**config.mk**
```make
export PLATFORM = sky130hd
export DESIGN_NAME = ram64_arbiter
export DESIGN_NICKNAME = d
export VERILOG_FILES = /design/src/rtl/ram64_arbiter_pkg.sv /design/src/rtl/ram64_arbiter_rr_grant2.sv /design/src/rtl/ram64_arbiter.sv
export SDC_FILE = /design/constraint.sdc
export NUM_CORES = 1
export LEC_CHECK = 0
export ABC_CLOCK_PERIOD_IN_PS = 5400
export BUFFER_PORTS_ARGS = -buffer_cell sky130_fd_sc_hd__buf_2
export CELL_PAD_IN_SITES_DETAIL_PLACEMENT = 0
export CELL_PAD_IN_SITES_GLOBAL_PLACEMENT = 2
export CORE_MARGIN = 3
export CORE_UTILIZATION = 26
export DETAILED_ROUTE_END_ITERATION = 8
export PLACE_DENSITY_LB_ADDON = 0.1
export SLEW_MARGIN = 30
export SYNTH_ARGS = -nofsm -noshare
export SYNTH_HDL_FRONTEND = slang
export SYNTH_SLANG_ARGS = --single-unit
```
**constraint.sdc**
```tcl
create_clock -name clk -period 5.4 [get_ports clk]
set_input_delay 1.08 -clock clk [delete_from_list [all_inputs] [get_ports clk]]
set_output_delay 1.08 -clock clk [all_outputs]
set_load 0.01 [all_outputs]
```
**src/rtl/ram64_arbiter_pkg.sv**
```systemverilog
// Shared types and constants for the two-requester RAM arbiter.
package ram64_arbiter_pkg;

    localparam int unsigned DEF_AW  = 6;
    localparam int unsigned DEF_DW  = 16;
    localparam int unsigned BURST_W = 4;

    // Requester IDs double as bit indices into the grant vector.
    localparam logic REQ_A = 1'b0;
    localparam logic REQ_B = 1'b1;

    typedef enum logic [1:0] {
        StIdle = 2'd0,
        StOwnA = 2'd1,
        StOwnB = 2'd2
    } state_e;

    function automatic logic [BURST_W-1:0] burst_inc(input logic [BURST_W-1:0] cnt,
                                                     input logic [BURST_W-1:0] max);
        return (cnt < max) ? cnt + 1'b1 : cnt;
    endfunction

endpackage

```
**src/rtl/ram64_arbiter_rr_grant2.sv**
```systemverilog
// Combinational 2-way round-robin pick with bounded bursts.
module ram64_arbiter_rr_grant2
    import ram64_arbiter_pkg::*;
#(
    parameter int unsigned MAX_BURST = 4
) (
    input  logic [1:0]         i_req,
    input  state_e             i_state,
    input  logic [BURST_W-1:0] i_burst_cnt,
    input  logic               i_last_owner,
    output logic [1:0]         o_gnt
);

    localparam logic [BURST_W-1:0] MaxCnt = BURST_W'(MAX_BURST);

    logic w_under;

    assign w_under = (i_burst_cnt < MaxCnt);

    always_comb begin
        o_gnt = 2'b00;
        unique case (i_state)
            StOwnA: begin
                // Owner keeps going until its burst is spent and the other side is waiting.
                if (i_req[REQ_A] && (w_under || !i_req[REQ_B])) begin
                    o_gnt[REQ_A] = 1'b1;
                end else if (i_req[REQ_B]) begin
                    o_gnt[REQ_B] = 1'b1;
                end
            end
            StOwnB: begin
                if (i_req[REQ_B] && (w_under || !i_req[REQ_A])) begin
                    o_gnt[REQ_B] = 1'b1;
                end else if (i_req[REQ_A]) begin
                    o_gnt[REQ_A] = 1'b1;
                end
            end
            default: begin
                if (i_req[REQ_A] && i_req[REQ_B]) begin
                    if (i_last_owner == REQ_B) begin
                        o_gnt[REQ_A] = 1'b1;
                    end else begin
                        o_gnt[REQ_B] = 1'b1;
                    end
                end else begin
                    o_gnt = i_req;
                end
            end
        endcase
    end

endmodule

```
**src/rtl/ram64_arbiter.sv**
```systemverilog
// Shares one single-port RAM between requesters A and B; round-robin with bounded bursts
// and a registered one-cycle read response per requester.
module ram64_arbiter
    import ram64_arbiter_pkg::*;
#(
    parameter int unsigned MAX_BURST = 4,
    parameter int unsigned AW        = DEF_AW,
    parameter int unsigned DW        = DEF_DW
) (
    input  logic          clk,
    input  logic          rst_n,

    input  logic          a_req,
    input  logic          a_we,
    input  logic [AW-1:0] a_addr,
    input  logic [DW-1:0] a_wdata,
    output logic          a_gnt,
    output logic          a_rvalid,
    output logic [DW-1:0] a_rdata,

    input  logic          b_req,
    input  logic          b_we,
    input  logic [AW-1:0] b_addr,
    input  logic [DW-1:0] b_wdata,
    output logic          b_gnt,
    output logic          b_rvalid,
    output logic [DW-1:0] b_rdata,

    output logic [AW-1:0] ram_addr,
    output logic [DW-1:0] ram_in,
    output logic          ram_load,
    input  logic [DW-1:0] ram_out
);

    localparam logic [BURST_W-1:0] MaxCnt = BURST_W'(MAX_BURST);

    state_e             r_state;
    state_e             w_state_next;
    logic               r_last_owner;
    logic               w_last_next;
    logic [BURST_W-1:0] r_burst_cnt;
    logic [BURST_W-1:0] w_burst_next;
    logic [1:0]         w_gnt;
    logic               w_a_rd;
    logic               w_b_rd;

    ram64_arbiter_rr_grant2 #(
        .MAX_BURST (MAX_BURST)
    ) u_rr_grant2 (
        .i_req        ({b_req, a_req}),
        .i_state      (r_state),
        .i_burst_cnt  (r_burst_cnt),
        .i_last_owner (r_last_owner),
        .o_gnt        (w_gnt)
    );

    assign a_gnt  = w_gnt[REQ_A];
    assign b_gnt  = w_gnt[REQ_B];
    assign w_a_rd = w_gnt[REQ_A] & ~a_we;
    assign w_b_rd = w_gnt[REQ_B] & ~b_we;

    always_comb begin
        w_state_next = StIdle;
        w_last_next  = r_last_owner;
        w_burst_next = '0;
        if (w_gnt[REQ_A]) begin
            w_state_next = StOwnA;
            w_last_next  = REQ_A;
            w_burst_next = (r_state == StOwnA) ? burst_inc(r_burst_cnt, MaxCnt)
                                                : BURST_W'(1);
        end else if (w_gnt[REQ_B]) begin
            w_state_next = StOwnB;
            w_last_next  = REQ_B;
            w_burst_next = (r_state == StOwnB) ? burst_inc(r_burst_cnt, MaxCnt)
                                                : BURST_W'(1);
        end
    end

    always_ff @(posedge clk or negedge rst_n) begin
        if (!rst_n) begin
            r_state      <= StIdle;
            r_last_owner <= REQ_B;
            r_burst_cnt  <= '0;
        end else begin
            r_state      <= w_state_next;
            r_last_owner <= w_last_next;
            r_burst_cnt  <= w_burst_next;
        end
    end

    always_comb begin
        ram_addr = '0;
        ram_in   = '0;
        ram_load = 1'b0;
        if (w_gnt[REQ_A]) begin
            ram_addr = a_addr;
            ram_in   = a_wdata;
            ram_load = a_we;
        end else if (w_gnt[REQ_B]) begin
            ram_addr = b_addr;
            ram_in   = b_wdata;
            ram_load = b_we;
        end
    end

    // Read data is captured from the combinational RAM output at the accepting edge.
    always_ff @(posedge clk or negedge rst_n) begin
        if (!rst_n) begin
            a_rvalid <= 1'b0;
            a_rdata  <= '0;
            b_rvalid <= 1'b0;
            b_rdata  <= '0;
        end else begin
            a_rvalid <= w_a_rd;
            b_rvalid <= w_b_rd;
            if (w_a_rd) begin
                a_rdata <= ram_out;
            end
            if (w_b_rd) begin
                b_rdata <= ram_out;
            end
        end
    end

endmodule

```
==> flow_metrics.py <==
metrics = {
    "run_status": {
        "status": "finished, final reports clean",
    },
    "cts": {
        "cts_tree": "built",
        "path_clk_slew_ps": 80,
        "clockRootBuffer": "clkbuf_8",
        "cts-resized-gates": 0,
        "clock_path_buffers": 2,
        "postCtsHoldBufs": 0,
        "numCtsBuffers": 5,
        "clk_latency_ps": 280,
        "htree_levels": 2,
        "cts.sink_count": 41,
        "post_cts_buffers": 0,
    },
    "die": {
        "core_area_mm2": 0.00691,
        "die_w_um": 91.3,
        "initial_core_util_pct": 27.4,
        "die_area_mm2": 0.00834,
        "io_pins": 125,
        "rows": 30,
        "fp.dieH_um": 91.3,
    },
    "layout": {
        "regArea_mm2": 0.00103,
        "final_nets": 338,
        "fin_util_pct": 39.1,
        "nFillCells": 733,
        "area_delta_synth_final_pct": 42.6,
        "diodes": 0,
        "multi_input_area_um2": 792,
        "drive_above_1_share_pct": 63.0,
    },
    "pwr": {
        "max-vdd-ir-drop_v": 0.000157,
        "finalPower_mw": 1.51,
        "power_density_mw_per_mm2": 560,
        "cellLeakagePower_nw": 1.39,
    },
    "global_route": {
        "grt_max_degree": 42,
        "grt_pass1_wl_um": 8340,
        "grt.overflow.total": 0,
        "grt_pass1_vias": 1706,
        "grt_antenna_before_repair": 0,
        "grt_usage_pct": 12.4,
    },
    "yosys": {
        "synth.avg_cell_area_um2": 13.2,
        "synth-edff-count": 0,
        "mappedNetlistNets": 212,
        "synthFlopType": "dfrtp_1",
        "synth.cell_area_mm2": 0.00189,
        "ys_types": 28,
        "syn_inst": 143,
        "ys_ff_latch": 41,
        "ys_seq_area_share_pct": 54.3,
        "async_flop_share_pct": 100,
        "synth_warnings": 0,
    },
    "critical_path": {
        "r2r_setup_slack_ps": 2430,
        "crit_end": "ram_in[3]",
        "crit_path_start_kind": "primary input",
        "r2r-start": "r_state[0]",
        "worstSetupStartpoint": "b_req",
        "reg2regPathDepth": 6,
        "crit_path_max_fanout": 23,
        "crit_type": "in2out",
        "critPathArrivalTime_ps": 2930,
        "timing.rr.end": "a_rdata[4]",
        "cp-end-kind": "primary output",
        "cp_data_required_time_ps": 4320,
    },
    "drt": {
        "wire_per_inst_um": 13.8,
        "post_drt_via_cell_ratio": 4.51,
        "met2RoutedLength_um": 2260,
        "vias": 1650,
        "finalWirelength_um": 5040,
        "wl_met1_um": 2240,
        "wl_met3_um": 500,
        "drt_iter0_drc": 67,
        "drtPass1Iterations": 4,
        "drcViolationCount": 0,
        "drt.antenna.violating_nets": 0,
        "top_layer_used": "met4",
    },
    "timing": {
        "max_freq_ghz": 0.249,
        "worstMarginPinSlew_ps": 891,
        "period_share_pct": 74.2,
        "hold_violations": 0,
        "final_max_slew_viol_count": 0,
        "fin_setup_tns_ps": 0,
        "fin_crit_ps": 4010,
        "max_slew_margin_pct": 40.5,
        "setup_viol": 0,
        "holdWs_ps": 501,
        "rsz0062_at_grt": "false",
        "worst_clock_skew_ps": 4.55,
        "worst_slack_ps": 1390,
    },
    "placed_design": {
        "dp_slack_ps": 1400,
        "dp_hpwl_um": 3890,
        "portBuffers": 124,
        "gp_congestion": 0.764,
    },
    "flow_run": {
        "cap_violations": 0,
    },
    "hold_path": {
        "min_path_type": "reg2reg",
    },
}
-- worst min path at each step --
| stage | slack (ps) | endpoint | from | depth (start not counted) |
|---|---|---|---|---|
| 4_1_cts | 510 | b_rdata[7] | b_rdata[7] | 1 |
| 3_5_place_dp | 490 | b_rdata[7] | b_rdata[7] | 1 |
| 6_report | 500 | r_last_owner | r_last_owner | 2 |
| 3_3_place_gp | 480 | a_rdata[7] | a_rdata[7] | 1 |
| 5_1_grt | 520 | b_rdata[13] | b_rdata[13] | 1 |
| 2_1_floorplan | 460 | r_last_owner | r_last_owner | 2 |
-- placed cells by master (no fill, tap or decap) --
cell and count:
a222oi_1 1, inv_1 7, nor3b_1 2, o21ai_0 3, a311oi_1 1, clkinv_2 2, a22oi_1 1, nor2_1 1
and2_1 2, and3b_1 3, ha_1 3, nor2_2 1, dfstp_2 1, dfrtp_1 40, a221oi_1 1, xnor2_1 1
buf_2 123, or3_2 1, a21oi_1 5, a21boi_0 1, buf_4 4, clkinvlp_4 1, mux2_2 32, nand2_1 2
a22o_1 23, a211o_1 1, nand3_1 1, or3b_1 1, clkbuf_8 5
-- metrics by stage --
stage	cells	area [um2]
2_1_floorplan	143	1890
3_3_place_gp	358	2610
3_5_place_dp	358	2610
4_1_cts	366	2700
5_1_grt	366	2700
6_report	366	2700
-- state kept, by name, summed over array words and instances (netlist names) --
name          cells
r_last_owner      1
b_rvalid          1
a_rvalid          1
r_state           2
a_rdata          16
r_burst_cnt       4
b_rdata          16
-- logic make-up after synthesis --
kind of cell	count (synthesis)	synth area share, %
flops	41	54.3
compound gates	37	15.5
mux	32	19.0
buf+inv	15	3.84
simple gates	14	4.89
fa+ha+maj	3	1.98
xor+xnor	1	0.463
-- per-layer routing --
layer / global-route usage, % / vias to the layer above
met3: 4.89 / 4
li1: - / 786
met5: 0 / -
met2: 19.5 / 93
met4: 3.27 / 0
met1: 16.0 / 767
-- cells in the mapped netlist (2+ instances only) --
cell type | n | area share [%]
dfrtp_1 | 40 | 53
a22o_1 | 23 | 11
inv_1 | 7 | 1.4
mux2_2 | 32 | 19
nand2_1 | 2 | 0.40
a21oi_1 | 5 | 1.3
o21ai_0 | 3 | 0.79
and3b_1 | 3 | 1.4
clkbuf_1 | 2 | 0.40
buf_2 | 4 | 1.1
ha_1 | 3 | 2.0
and2_1 | 2 | 0.66
nor3b_1 | 2 | 0.79
-- critical path, stage by stage --
cell and delay (ps):
buf_2 120, and2_1 140, a221oi_1 650, and2_1 330, buf_4 290, a22o_1 180
buf_2 130
-- layout make-up --
type,count,share of cell area [%]
Clock buffer,5,2.55
Sequential cell,41,38.1
Multi-Input combinational cell,87,29.4
Clock inverter,3,0.649
Inverter,7,0.974
Timing Repair Buffer,127,23.9
Tap cell,96,4.45
-- where the power goes --
group          switching [mW]  total [mW]  leakage, nW  internal, mW
combinational           0.406       0.806        0.855         0.399
clock                   0.102       0.191       0.0439        0.0892
sequential             0.0615       0.514        0.495         0.453
total                   0.570        1.51         1.39         0.941
(Power assumes the default switching activity.)
